**src/rtl/round_sequencer.sv**
```systemverilog
// round_sequencer: match-level controller for a guessing game.
// Runs a best-of-ROUNDS match: arms the guess FSM once per round, forwards
// the speed tick while a round is in play, scores win/lose pulses, holds the
// result for HOLD_TICKS slow ticks and then starts the next round or ends the match.
// Optional feature macro: ROUND_TIMEOUT_EN. When defined, a round with no
// win/lose after TIMEOUT_TICKS tick_slow pulses is scored as a loss.
module round_sequencer #(
  parameter int ROUNDS        = 5,
  parameter int STREAK        = 2,
  parameter int HOLD_TICKS    = 3,
  parameter int TIMEOUT_TICKS = 8
) (
  input  logic       clk,
  input  logic       rst,
  input  logic       start,
  input  logic       tick_slow,
  input  logic       tick_fast,
  input  logic       win,
  input  logic       lose,
  output logic       game_rst,
  output logic       game_en,
  output logic [3:0] score_p,
  output logic [3:0] score_c,
  output logic [3:0] round,
  output logic       level,
  output logic       match_over,
  output logic       player_won
);

  typedef enum logic [2:0] {
    S_IDLE,
    S_ARM,
    S_PLAY,
    S_RESULT,
    S_DONE
  } state_t;

  localparam logic [3:0] ROUNDS_L  = 4'(ROUNDS);
  localparam logic [3:0] MAJORITY  = 4'((ROUNDS + 1) / 2);
  localparam logic [3:0] STREAK_L  = 4'(STREAK);
  localparam logic [7:0] HOLD_LAST = 8'(HOLD_TICKS - 1);

  state_t     state_q, state_d;
  logic [3:0] score_p_q, score_p_d;
  logic [3:0] score_c_q, score_c_d;
  logic [3:0] round_q, round_d;
  logic [3:0] streak_q, streak_d;
  logic [3:0] streak_inc;
  logic       level_q, level_d;
  logic [7:0] hold_q, hold_d;
  logic       lose_ev;

`ifdef ROUND_TIMEOUT_EN
  localparam logic [7:0] TIMEOUT_LAST = 8'(TIMEOUT_TICKS - 1);
  logic [7:0] to_q, to_d;
  logic       timeout_hit;

  // A round times out on the slow tick that completes TIMEOUT_TICKS pulses.
  assign timeout_hit = tick_slow && (to_q == TIMEOUT_LAST);
  assign lose_ev     = lose || timeout_hit;
`else
  assign lose_ev = lose;
`endif

  // Saturating streak increment so a long run of wins never wraps to zero.
  assign streak_inc = (streak_q != 4'hF) ? streak_q + 4'd1 : streak_q;

  // Next-state and datapath updates; everything holds unless a state acts on it.
  always_comb begin
    state_d   = state_q;
    score_p_d = score_p_q;
    score_c_d = score_c_q;
    round_d   = round_q;
    streak_d  = streak_q;
    level_d   = level_q;
    hold_d    = hold_q;
`ifdef ROUND_TIMEOUT_EN
    to_d      = to_q;
`endif
    case (state_q)
      S_IDLE, S_DONE: begin
        // A new match clears all bookkeeping and begins at round 1.
        if (start) begin
          state_d   = S_ARM;
          score_p_d = 4'd0;
          score_c_d = 4'd0;
          round_d   = 4'd1;
          streak_d  = 4'd0;
          level_d   = 1'b0;
        end
      end
      S_ARM: begin
        state_d = S_PLAY;
`ifdef ROUND_TIMEOUT_EN
        to_d    = 8'd0;
`endif
      end
      S_PLAY: begin
        // A simultaneous win and lose resolves in the player's favour.
        if (win) begin
          if (score_p_q < ROUNDS_L) score_p_d = score_p_q + 4'd1;
          streak_d = streak_inc;
          if (streak_inc >= STREAK_L) level_d = 1'b1;
          hold_d   = 8'd0;
          state_d  = S_RESULT;
        end else if (lose_ev) begin
          if (score_c_q < ROUNDS_L) score_c_d = score_c_q + 4'd1;
          streak_d = 4'd0;
          hold_d   = 8'd0;
          state_d  = S_RESULT;
        end
`ifdef ROUND_TIMEOUT_EN
        else if (tick_slow) begin
          to_d = to_q + 8'd1;
        end
`endif
      end
      S_RESULT: begin
        // Hold the result on screen, then decide whether the match is settled.
        if (tick_slow) begin
          if (hold_q == HOLD_LAST) begin
            if (score_p_q >= MAJORITY || score_c_q >= MAJORITY || round_q >= ROUNDS_L) begin
              state_d = S_DONE;
            end else begin
              round_d = round_q + 4'd1;
              state_d = S_ARM;
            end
          end else begin
            hold_d = hold_q + 8'd1;
          end
        end
      end
      default: state_d = S_IDLE;
    endcase
  end

  // State and datapath registers with synchronous reset taking priority.
  always_ff @(posedge clk) begin
    if (rst) begin
      state_q   <= S_IDLE;
      score_p_q <= 4'd0;
      score_c_q <= 4'd0;
      round_q   <= 4'd0;
      streak_q  <= 4'd0;
      level_q   <= 1'b0;
      hold_q    <= 8'd0;
`ifdef ROUND_TIMEOUT_EN
      to_q      <= 8'd0;
`endif
    end else begin
      state_q   <= state_d;
      score_p_q <= score_p_d;
      score_c_q <= score_c_d;
      round_q   <= round_d;
      streak_q  <= streak_d;
      level_q   <= level_d;
      hold_q    <= hold_d;
`ifdef ROUND_TIMEOUT_EN
      to_q      <= to_d;
`endif
    end
  end

  // Outputs decode straight from state; game_en passes the selected tick through.
  always_comb begin
    game_rst   = (state_q == S_ARM);
    game_en    = 1'b0;
    if (state_q == S_PLAY) game_en = level_q ? tick_fast : tick_slow;
    score_p    = score_p_q;
    score_c    = score_c_q;
    round      = round_q;
    level      = level_q;
    match_over = (state_q == S_DONE);
    player_won = (state_q == S_DONE) && (score_p_q > score_c_q);
  end

endmodule
```
**config.mk**
```make
export PLATFORM = sky130hd
export DESIGN_NAME = round_sequencer
export DESIGN_NICKNAME = d
export VERILOG_FILES = /design/src/rtl/round_sequencer.sv
export SDC_FILE = /design/constraint.sdc
export NUM_CORES = 1
export LEC_CHECK = 0
export CORE_AREA = 2 2 61 63
export DETAILED_ROUTE_END_ITERATION = 16
export DIE_AREA = 0 0 63 65
export PLACE_DENSITY = 0.75
export SYNTH_ARGS = -nofsm -noshare
export SYNTH_HDL_FRONTEND = slang
export SYNTH_SLANG_ARGS = --single-unit
```
**constraint.sdc**
```tcl
create_clock -name clk -period 2.6 [get_ports clk]
set_input_delay 0.39 -clock clk [delete_from_list [all_inputs] [get_ports clk]]
set_output_delay 0.39 -clock clk [all_outputs]
set_load 0.02 [all_outputs]
```
==> flow_metrics.py, run 1 <==
metrics = {
    "routing": {
        "detail-route-antenna-nets": 0,
        "drt_iter0_markers": 105,
        "vias": 1705,
        "via_per_inst": 5.80,
        "dr.pass1.iters": 4,
        "drc_errors": 0,
        "routed_wl_um": 4290,
        "detail_route.wl_per_cell_um": 14.6,
    },
    "sta": {
        "setup_tns_ns": 0,
        "setup_ws_ns": 0.191,
        "fin_crit_sh_pct": 92.7,
        "rsz0062_at_grt": "no",
        "clock_skew_ns": 0.00330,
        "fmax_mhz": 415,
        "hold_viol": 0,
        "min_period_ns": 2.41,
        "relSlewSlack_pct": 53.4,
        "final_max_slew_viol_count": 0,
        "setup_viol": 0,
        "tightest_slew_ns": 0.697,
    },
    "clock_tree": {
        "cts_buffers": 3,
        "cts_resized": 0,
        "cts_buffer_depth": 2,
        "post-cts-setup-buffer-count": 0,
        "h-tree-depth": 1,
        "cts_tree": "built",
        "cts-root-buf": "clkbuf_4",
        "cts_hold_buffers": 0,
        "clk_latency_ns": 0.33,
        "clk_pin_slew_worst_paths_ns": 0.15,
        "cts_num_sinks": 28,
    },
    "place": {
        "dp_hpwl_um": 3240,
        "io_buffers": 23,
        "placed_area_um2": 2090,
        "gp_congestion": 0.818,
        "dp_slack_ns": 0.410,
    },
    "cells_and_area": {
        "layout_common_cells": "dfxtp_1, clkdlybuf4s50_1, inv_1, a21oi_1",
        "final_common_cell": "dfxtp_1",
        "multi_input_area_um2": 1120,
        "diodes": 0,
        "seqCellArea_um2": 562,
        "nNetsFinal": 268,
        "area_growth_pct": 17.8,
        "nFillCells": 324,
        "drive_gt1_share_pct": 8.54,
        "final_cell_area_um2": 2130,
    },
    "setup_path": {
        "critical_path_peak_fanout": 19,
        "critPathCaptureType": "output port",
        "startpoint_type": "flip-flop",
        "path_class": "flip-flop to output port",
        "critical_path_required_ns": 2.21,
        "worstPathArrival_ns": 2.02,
    },
    "die": {
        "die_area_um2": 4100,
        "die_w_um": 63,
        "die_y_um": 65,
        "io_pins": 24,
        "num_rows": 22,
        "core_area_um2": 3500,
        "start_util_pct": 51.7,
    },
    "grt": {
        "grt_use_total_pct": 21.7,
        "grt_pass1_vias": 1570,
        "grt_max_degree": 20,
        "antenna_found_initial": 0,
        "grt_overflow": 0,
        "grt_first_pass_wirelength_um": 7180,
    },
    "synthesis": {
        "synth.avg_cell_area_um2": 8.18,
        "syn_area_um2": 1810,
        "async_flop_share_pct": 0,
        "syn_nets": 242,
        "synth-seq-cells": 28,
        "ys.flop_type": "dfxtp_1",
        "synth_cell_types": 50,
        "synth-seq-area-share_pct": 31.0,
        "syn-instance-count": 221,
        "synth_edf_count": 0,
        "yosysWarnings": 0,
    },
    "worst_hold_path": {
        "hold_path_class": "flip-flop to flip-flop",
    },
    "job": {
        "cap_violations": 0,
    },
    "pwr": {
        "switching_share_pct": 39.5,
        "p_seq_share_pct": 41.9,
        "switching_power_uw": 524,
        "power_leakage_uw": 0.000807,
        "clkPwrFrac_pct": 16.5,
        "p_per_area_nw_per_um2": 623,
        "intPower_uw": 802,
        "comb_power_share_pct": 41.6,
        "vdd_drop_max_mv": 0.287,
    },
    "outcome": {
        "status": "complete, no violations",
    },
}
[cell usage after synthesis, types with 4 or more instances]
| library cell | n | area (um^2) |
|---|---|---|
| nand3_1 | 6 | 30.0 |
| o21ai_0 | 12 | 60.1 |
| nor3_1 | 4 | 20.0 |
| dfxtp_1 | 28 | 561 |
| o21a_1 | 4 | 30.0 |
| clkbuf_1 | 6 | 22.5 |
| inv_1 | 18 | 67.6 |
| nor2_1 | 15 | 56.3 |
| nand2_1 | 15 | 56.3 |
| a211oi_1 | 6 | 45.0 |
| a21oi_1 | 17 | 85.1 |
| ha_1 | 14 | 175 |
| nand4_1 | 10 | 62.6 |
| nor2b_1 | 4 | 25.0 |
[path summary, 6_finish.rpt]
check                            from                        to  slack [ns]  cells past startpoint
max reg2reg    hold_q[0]$_SDFFE_PP0P_     round[2]$_SDFFE_PP0P_        0.48                      6
max           state_q[0]$_SDFFE_PP0P_                   game_en        0.19                      3
min reg2reg  streak_q[0]$_SDFFE_PP0P_  streak_q[0]$_SDFFE_PP0P_        0.51                      2
min          streak_q[0]$_SDFFE_PP0P_  streak_q[0]$_SDFFE_PP0P_        0.51                      2
[sequential cells by signal, summed over array words and instances (netlist names)]
register and count:
score_p 4, state_q 3, level 1, streak_q 4, hold_q 8, round 4
score_c 4
[cell type report]
cell class	count	area share (%)
Sequential cell	28	26.4
Tap cell	48	2.82
Timing Repair Buffer	30	13.4
Clock buffer	4	1.70
Multi-Input combinational cell	166	52.5
Inverter	18	3.17
[critical path, cell delays in order (launching register included)]
cell	delay, ns
dfxtp_2	0.45
or3b_2	0.51
nor2_1	0.12
clkdlybuf4s50_1	0.61
[power by group through the flow]
stage                     Combinational, uW  Sequential (uW)  Clock [uW]
after global routing                    611              567         247
after global placement                  541              560           0
after detailed placement                549              563           0
final                                   551              555         219
after CTS                               550              553         227
after floorplan                         403              547           0
[per-stage QoR]
stage	power [uW]	std cells	hold WS, ns	utilization [%]
2_1_floorplan	949	221	0.446	-
3_3_place_gp	1100	290	0.461	59.8
3_5_place_dp	1110	290	0.498	59.8
4_1_cts	1330	294	0.516	60.8
5_1_grt	1420	294	0.532	60.9
6_report	1330	294	0.514	60.9
[layer usage]
metal | GRT usage, % | wire length [um] | up-vias | share of wire (%)
met2 | 35.0 | 1980 | 49 | 46
met5 | 0 | 0 | - | 0
li1 | - | - | 857 | -
met3 | 2.95 | 227 | 4 | 5.3
met4 | 7.50 | 36 | 0 | 0.84
met1 | 29.8 | 2040 | 795 | 48
[cells by family (layout without fill, tap and decap cells)]
logic type,after synthesis,count (layout),synth area share (%)
AND/OR/NAND/NOR,84,84,26.6
AO/OA/AOI/OAI,61,61,21.9
flip-flops,28,28,31.0
buffers and inverters,27,52,7.13
adder cells (fa/ha/maj),14,14,9.69
XOR/XNOR,4,4,1.94
multiplexers,3,3,1.66
No activity file was read; power rests on OpenSTA's default activity.
==> run 2: changes to the inputs <==
--- a/config.mk
+++ b/config.mk
@@ -9,6 +9,8 @@
 export DETAILED_ROUTE_END_ITERATION = 16
 export DIE_AREA = 0 0 63 65
 export PLACE_DENSITY = 0.75
+export SETUP_SLACK_MARGIN = 0.05
+export SKIP_LAST_GASP = 1
 export SYNTH_ARGS = -nofsm -noshare
 export SYNTH_HDL_FRONTEND = slang
 export SYNTH_SLANG_ARGS = --single-unit
==> run 2 against run 1 <==
Against the previous run: cell area down 0.18%; flip-flop and latch count unchanged; maximum frequency about the same; die area unchanged; critical endpoint unchanged; highest routed layer unchanged.
==> flow_metrics.py, run 2 (synthesis gave the netlist of run 1 again) <==
metrics = {
    "outcome": {
        "status": "complete, no violations",
    },
    "routing": {
        "drt_iter0_markers": 105,
        "vias": 1704,
        "detail-route-antenna-nets": 0,
        "routed_wl_um": 4280,
        "detail_route.wl_per_cell_um": 14.6,
        "via_per_inst": 5.80,
        "dr.pass1.iters": 4,
        "drc_errors": 0,
    },
    "clock_tree": {
        "cts_hold_buffers": 0,
        "clk_latency_ns": 0.33,
        "cts_buffer_depth": 2,
        "h-tree-depth": 1,
        "clk_pin_slew_worst_paths_ns": 0.15,
        "cts_num_sinks": 28,
        "cts_tree": "built",
        "cts_buffers": 3,
        "cts-root-buf": "clkbuf_4",
    },
    "cells_and_area": {
        "drive_gt1_share_pct": 8.54,
        "final_common_cell": "dfxtp_1",
        "multi_input_area_um2": 1120,
        "max_flop_register": "hold_q",
        "layout_common_cells": "dfxtp_1, clkdlybuf4s50_1, inv_1, a21oi_1",
        "seqCellArea_um2": 562,
        "nNetsFinal": 268,
        "area_growth_pct": 17.6,
        "nFillCells": 323,
        "largest_reg_flops": 8,
        "diodes": 0,
    },
    "sta": {
        "fin_crit_sh_pct": 92.7,
        "hold_viol": 0,
        "tightest_slew_ns": 0.722,
        "setup_tns_ns": 0,
        "final_max_slew_viol_count": 0,
        "fmax_mhz": 415,
        "setup_viol": 0,
        "relSlewSlack_pct": 51.6,
        "clock_skew_ns": 0.00280,
        "min_period_ns": 2.41,
        "rsz0062_at_grt": "no",
    },
    "setup_path": {
        "critical_path_required_ns": 2.21,
        "regToRegStartpoint": "hold_q[0]$_SDFFE_PP0P_",
        "slowest_stage": "clkdlybuf4s50_1",
        "path_cells": "or3b_2 > nor2_1 > clkdlybuf4s50_1",
        "reg2reg_depth": 6,
        "worstPathArrival_ns": 2.02,
        "critPathCaptureType": "output port",
        "path_class": "flip-flop to output port",
        "cp_slowest_stage_delay_ns": 0.61,
        "rrSetupSlack_ns": 0.48,
        "crit_family": "simple AND/OR/NAND/NOR gates",
        "worst_r2r_endpoint": "round[2]$_SDFFE_PP0P_",
        "startpoint_type": "flip-flop",
        "startpoint": "state_q[0]$_SDFFE_PP0P_",
        "critical_path_peak_fanout": 19,
        "worstSetupPathDepth": 3,
        "cp-endpoint": "game_en",
        "path_buf_inv": 1,
    },
    "pwr": {
        "power_uw": 1330,
        "p_per_area_nw_per_um2": 624,
        "power_leakage_uw": 0.000793,
        "vdd_drop_max_mv": 0.287,
    },
    "place": {
        "gp_congestion": 0.818,
        "dp_hpwl_um": 3240,
        "io_buffers": 23,
    },
    "grt": {
        "grt_first_pass_wirelength_um": 7200,
        "antenna_found_initial": 0,
        "grt_use_total_pct": 21.8,
        "grt_overflow": 0,
        "grt_max_degree": 20,
        "grt_pass1_vias": 1573,
    },
    "die": {
        "die_area_um2": 4100,
        "die_y_um": 65,
        "core_area_um2": 3500,
        "io_pins": 24,
        "die_w_um": 63,
        "num_rows": 22,
        "start_util_pct": 51.7,
    },
    "job": {
        "cap_violations": 0,
    },
    "worst_hold_path": {
        "hold_path_class": "flip-flop to flip-flop",
    },
}
==> run 2: tightest hold or removal path, cell delays in order (launching register included) <==
cell and delay (ns):
dfxtp_1 0.37, nand2_1 0.06, o21ai_0 0.06
==> run 2: final cells by class <==
type / count / area share [%]
clock buffers: 4 / 1.71
inverters: 18 / 3.18
multi-input cells: 166 / 52.6
flip-flops and latches: 28 / 26.4
well taps: 48 / 2.83
repair buffers: 30 / 13.2
==> run 2: routing by layer <==
layer / GRT usage [%] / part of all wire [%] / up-vias
met5: 0 / 0 / -
met2: 35.0 / 46 / 43
li1: - / - / 858
met1: 29.9 / 48 / 797
met3: 2.95 / 4.9 / 6
met4: 7.50 / 1.1 / 0
==> run 2: how the worst min path moves through the flow <==
stage	start	end	slack (ns)	depth (start not counted)
5_1_grt	streak_q[0]$_SDFFE_PP0P_	streak_q[0]$_SDFFE_PP0P_	0.53	2
3_5_place_dp	level$_SDFFE_PP0P_	level$_SDFFE_PP0P_	0.50	2
2_1_floorplan	hold_q[7]$_SDFFE_PP0P_	hold_q[7]$_SDFFE_PP0P_	0.45	2
3_3_place_gp	hold_q[7]$_SDFFE_PP0P_	hold_q[7]$_SDFFE_PP0P_	0.46	2
4_1_cts	streak_q[0]$_SDFFE_PP0P_	streak_q[0]$_SDFFE_PP0P_	0.52	2
6_report	streak_q[0]$_SDFFE_PP0P_	streak_q[0]$_SDFFE_PP0P_	0.51	2
==> run 2: where the power goes <==
part | internal (uW) | switching, uW
clock network | 85.9 | 134
logic | 244 | 307
registers | 473 | 82.4
total | 802 | 523
==> run 2: per-stage QoR <==
step / hold WS (ns) / area (um^2) / cells / util (%) / setup WS, ns
5_1_grt: 0.532 / 2130 / 294 / 60.8 / 0.0929
3_5_place_dp: 0.498 / 2090 / 290 / 59.8 / 0.410
3_3_place_gp: 0.461 / 2090 / 290 / 59.8 / 0.447
2_1_floorplan: 0.446 / 1810 / 221 / - / 0.584
4_1_cts: 0.516 / 2130 / 294 / 60.8 / 0.167
6_report: 0.514 / 2130 / 294 / 60.8 / 0.191
==> run 2: what timing repair did <==
| item | CTS | global route |
|---|---|---|
| endpoints found under the hold margin | 0 | 0 |
| gates resized for setup | 2 | 0 |
| setup endpoints to repair | 2 | 0 |
| buffers inserted | 0 | 0 |
==> run 3: changes to the inputs <==
--- a/config.mk
+++ b/config.mk
@@ -5,10 +5,11 @@
 export SDC_FILE = /design/constraint.sdc
 export NUM_CORES = 1
 export LEC_CHECK = 0
-export CORE_AREA = 2 2 61 63
+export ABC_AREA = 1
+export CORE_AREA = 2 2 62 64
 export DETAILED_ROUTE_END_ITERATION = 16
-export DIE_AREA = 0 0 63 65
-export PLACE_DENSITY = 0.75
+export DIE_AREA = 0 0 64 66
+export PLACE_DENSITY = 0.76
 export SETUP_SLACK_MARGIN = 0.05
 export SKIP_LAST_GASP = 1
 export SYNTH_ARGS = -nofsm -noshare
==> run 3 against run 2 <==
Against the previous run: via count rose by 1.7%; highest routed layer unchanged; non-clock buffer count fell by 6; flip-flop and latch count did not move.
==> flow_metrics.py, run 3 <==
metrics = {
    "outcome": {
        "status": "complete, no violations",
    },
    "pwr": {
        "p_per_area_nw_per_um2": 576,
        "vdd_drop_max_mv": 0.334,
        "power_leakage_uw": 0.000916,
    },
    "sta": {
        "fin_crit_sh_pct": 87.0,
        "hold_viol": 0,
        "final_max_slew_viol_count": 0,
        "setup_viol": 0,
        "tightest_slew_ns": 0.369,
        "rsz0062_at_grt": "no",
        "fmax_mhz": 442,
        "setup_tns_ns": 0,
        "setup_ws_ns": 0.337,
        "clock_skew_ns": 0.00638,
        "relSlewSlack_pct": 75.3,
        "min_period_ns": 2.26,
    },
    "setup_path": {
        "critical_path_peak_fanout": 7,
        "worstPathArrival_ns": 1.87,
        "critPathCaptureType": "output port",
        "path_class": "flip-flop to output port",
        "startpoint_type": "flip-flop",
        "critical_path_required_ns": 2.21,
    },
    "clock_tree": {
        "cts_buffers": 3,
        "cts_buffer_depth": 2,
        "cts_num_sinks": 28,
        "h-tree-depth": 1,
        "clk_latency_ns": 0.34,
        "cts-root-buf": "clkbuf_4",
        "post-cts-setup-buffer-count": 0,
        "cts_tree": "built",
        "clk_pin_slew_worst_paths_ns": 0.16,
    },
    "synthesis": {
        "synth_largest_area_cell": "dfxtp_1",
        "yosysWarnings": 0,
        "synth_cell_types": 32,
        "synthMostInstantiatedCell": "nand2_1",
        "async_flop_share_pct": 0,
        "synth-seq-cells": 28,
        "syn-instance-count": 275,
        "synth-seq-area-share_pct": 29.3,
        "synth.avg_cell_area_um2": 6.95,
        "ys.flop_type": "dfxtp_1",
        "syn_nets": 296,
        "ys_top_cells_by_count": "nand2_1, inv_1, nor2_1, a21oi_1, dfxtp_1",
        "synth_top_area_share_pct": 29.3,
        "synth_edf_count": 0,
        "yosys-top-cells-area": "dfxtp_1, nand2_1, ha_1, a21oi_1, inv_1",
        "syn_area_um2": 1910,
    },
    "routing": {
        "routed_wl_um": 3960,
        "drt_iter0_markers": 108,
        "drc_errors": 0,
        "via_per_inst": 4.98,
        "detail_route.wl_per_cell_um": 11.4,
        "dr.pass1.iters": 4,
        "detail-route-antenna-nets": 0,
        "vias": 1733,
    },
    "cells_and_area": {
        "nFillCells": 357,
        "seqCellArea_um2": 561,
        "final_common_cell": "nand2_1",
        "multi_input_area_um2": 1180,
        "largest_reg_flops": 8,
        "diodes": 0,
        "drive_gt1_share_pct": 11.3,
        "nNetsFinal": 322,
        "area_growth_pct": 16.6,
        "max_flop_register": "hold_q",
        "layout_common_cells": "nand2_1, inv_1, nor2_1, a21oi_1, dfxtp_1",
    },
    "die": {
        "core_area_um2": 3550,
        "die_w_um": 64,
        "io_pins": 24,
        "start_util_pct": 53.8,
        "num_rows": 22,
        "die_area_um2": 4220,
        "die_y_um": 66,
    },
    "place": {
        "dp_slack_ns": 0.489,
        "gp_congestion": 0.828,
        "dp_hpwl_um": 3060,
        "io_buffers": 23,
    },
    "grt": {
        "grt_max_degree": 16,
        "grt_use_total_pct": 20.5,
        "antenna_found_initial": 0,
        "grt_overflow": 0,
        "grt_pass1_vias": 1582,
        "grt_first_pass_wirelength_um": 6930,
    },
    "job": {
        "cap_violations": 0,
    },
    "worst_hold_path": {
        "hold_path_class": "flip-flop to flip-flop",
    },
}
[run 3: cell families after synthesis]
| group | count (synthesis) | share of synthesized area [%] |
|---|---|---|
| xor+xnor | 5 | 2.29 |
| fa+ha+maj | 14 | 9.17 |
| flops | 28 | 29.3 |
| buf+inv | 43 | 8.84 |
| simple gates | 141 | 37.9 |
| compound gates | 44 | 12.4 |
[run 3: area by class of cell]
type / instances / share of cell area [%]
Timing Repair Buffer: 24 / 10.8
Sequential cell: 28 / 25.2
Multi-Input combinational cell: 204 / 53.0
Tap cell: 48 / 2.70
Inverter: 40 / 6.74
Clock buffer: 4 / 1.63
[run 3: timing repair]
| action | in CTS | in global routing |
|---|---|---|
| gates resized for setup | 0 | 1 |
| setup endpoints to repair | 0 | 1 |
| hold buffers | 0 | 0 |
[run 3: path summary, 6_finish.rpt]
kind	startpoint	endpoint	slack (ns)	cells after the start
max	state_q[1]$_SDFFE_PP0P_	game_en	0.34	5
min	round[3]$_SDFFE_PP0P_	round[3]$_SDFFE_PP0P_	0.50	2
max reg2reg	score_c[0]$_SDFFE_PP0P_	round[1]$_SDFFE_PP0P_	1.00	8
min reg2reg	round[3]$_SDFFE_PP0P_	round[3]$_SDFFE_PP0P_	0.50	2
[run 3: power breakdown]
| group | internal (uW) | leakage [uW] | switching, uW | total, uW |
|---|---|---|---|---|
| registers | 466 | 0.000227 | 53.1 | 519 |
| logic | 200 | 0.000668 | 343 | 543 |
| clock network | 85.9 | 0.0000210 | 136 | 222 |
[run 3: stage by stage]
step	hold WS [ns]	std cells	area (um^2)	util, %	power, uW
final	0.496	348	2230	62.8	1280
after detailed placement	0.471	344	2190	61.7	1070
after floorplan	0.465	275	1910	-	925
after global placement	0.467	344	2190	61.7	1070
after global routing	0.526	348	2230	62.8	1380
after CTS	0.494	348	2230	62.7	1290
[run 3: per-layer routing]
layer	up-vias	track usage (%)	part of all wire (%)
met2	23	35.9	47
met1	777	26.6	49
met4	0	5.71	1.1
met5	-	0	0
met3	5	2.39	3.4
li1	928	-	-
[run 3: critical path, cell delays in order, from the launching register on]
cell,delay [ns]
dfxtp_1,0.49
inv_2,0.07
nor2_4,0.11
nand2_4,0.11
a21oi_1,0.13
clkdlybuf4s50_1,0.61
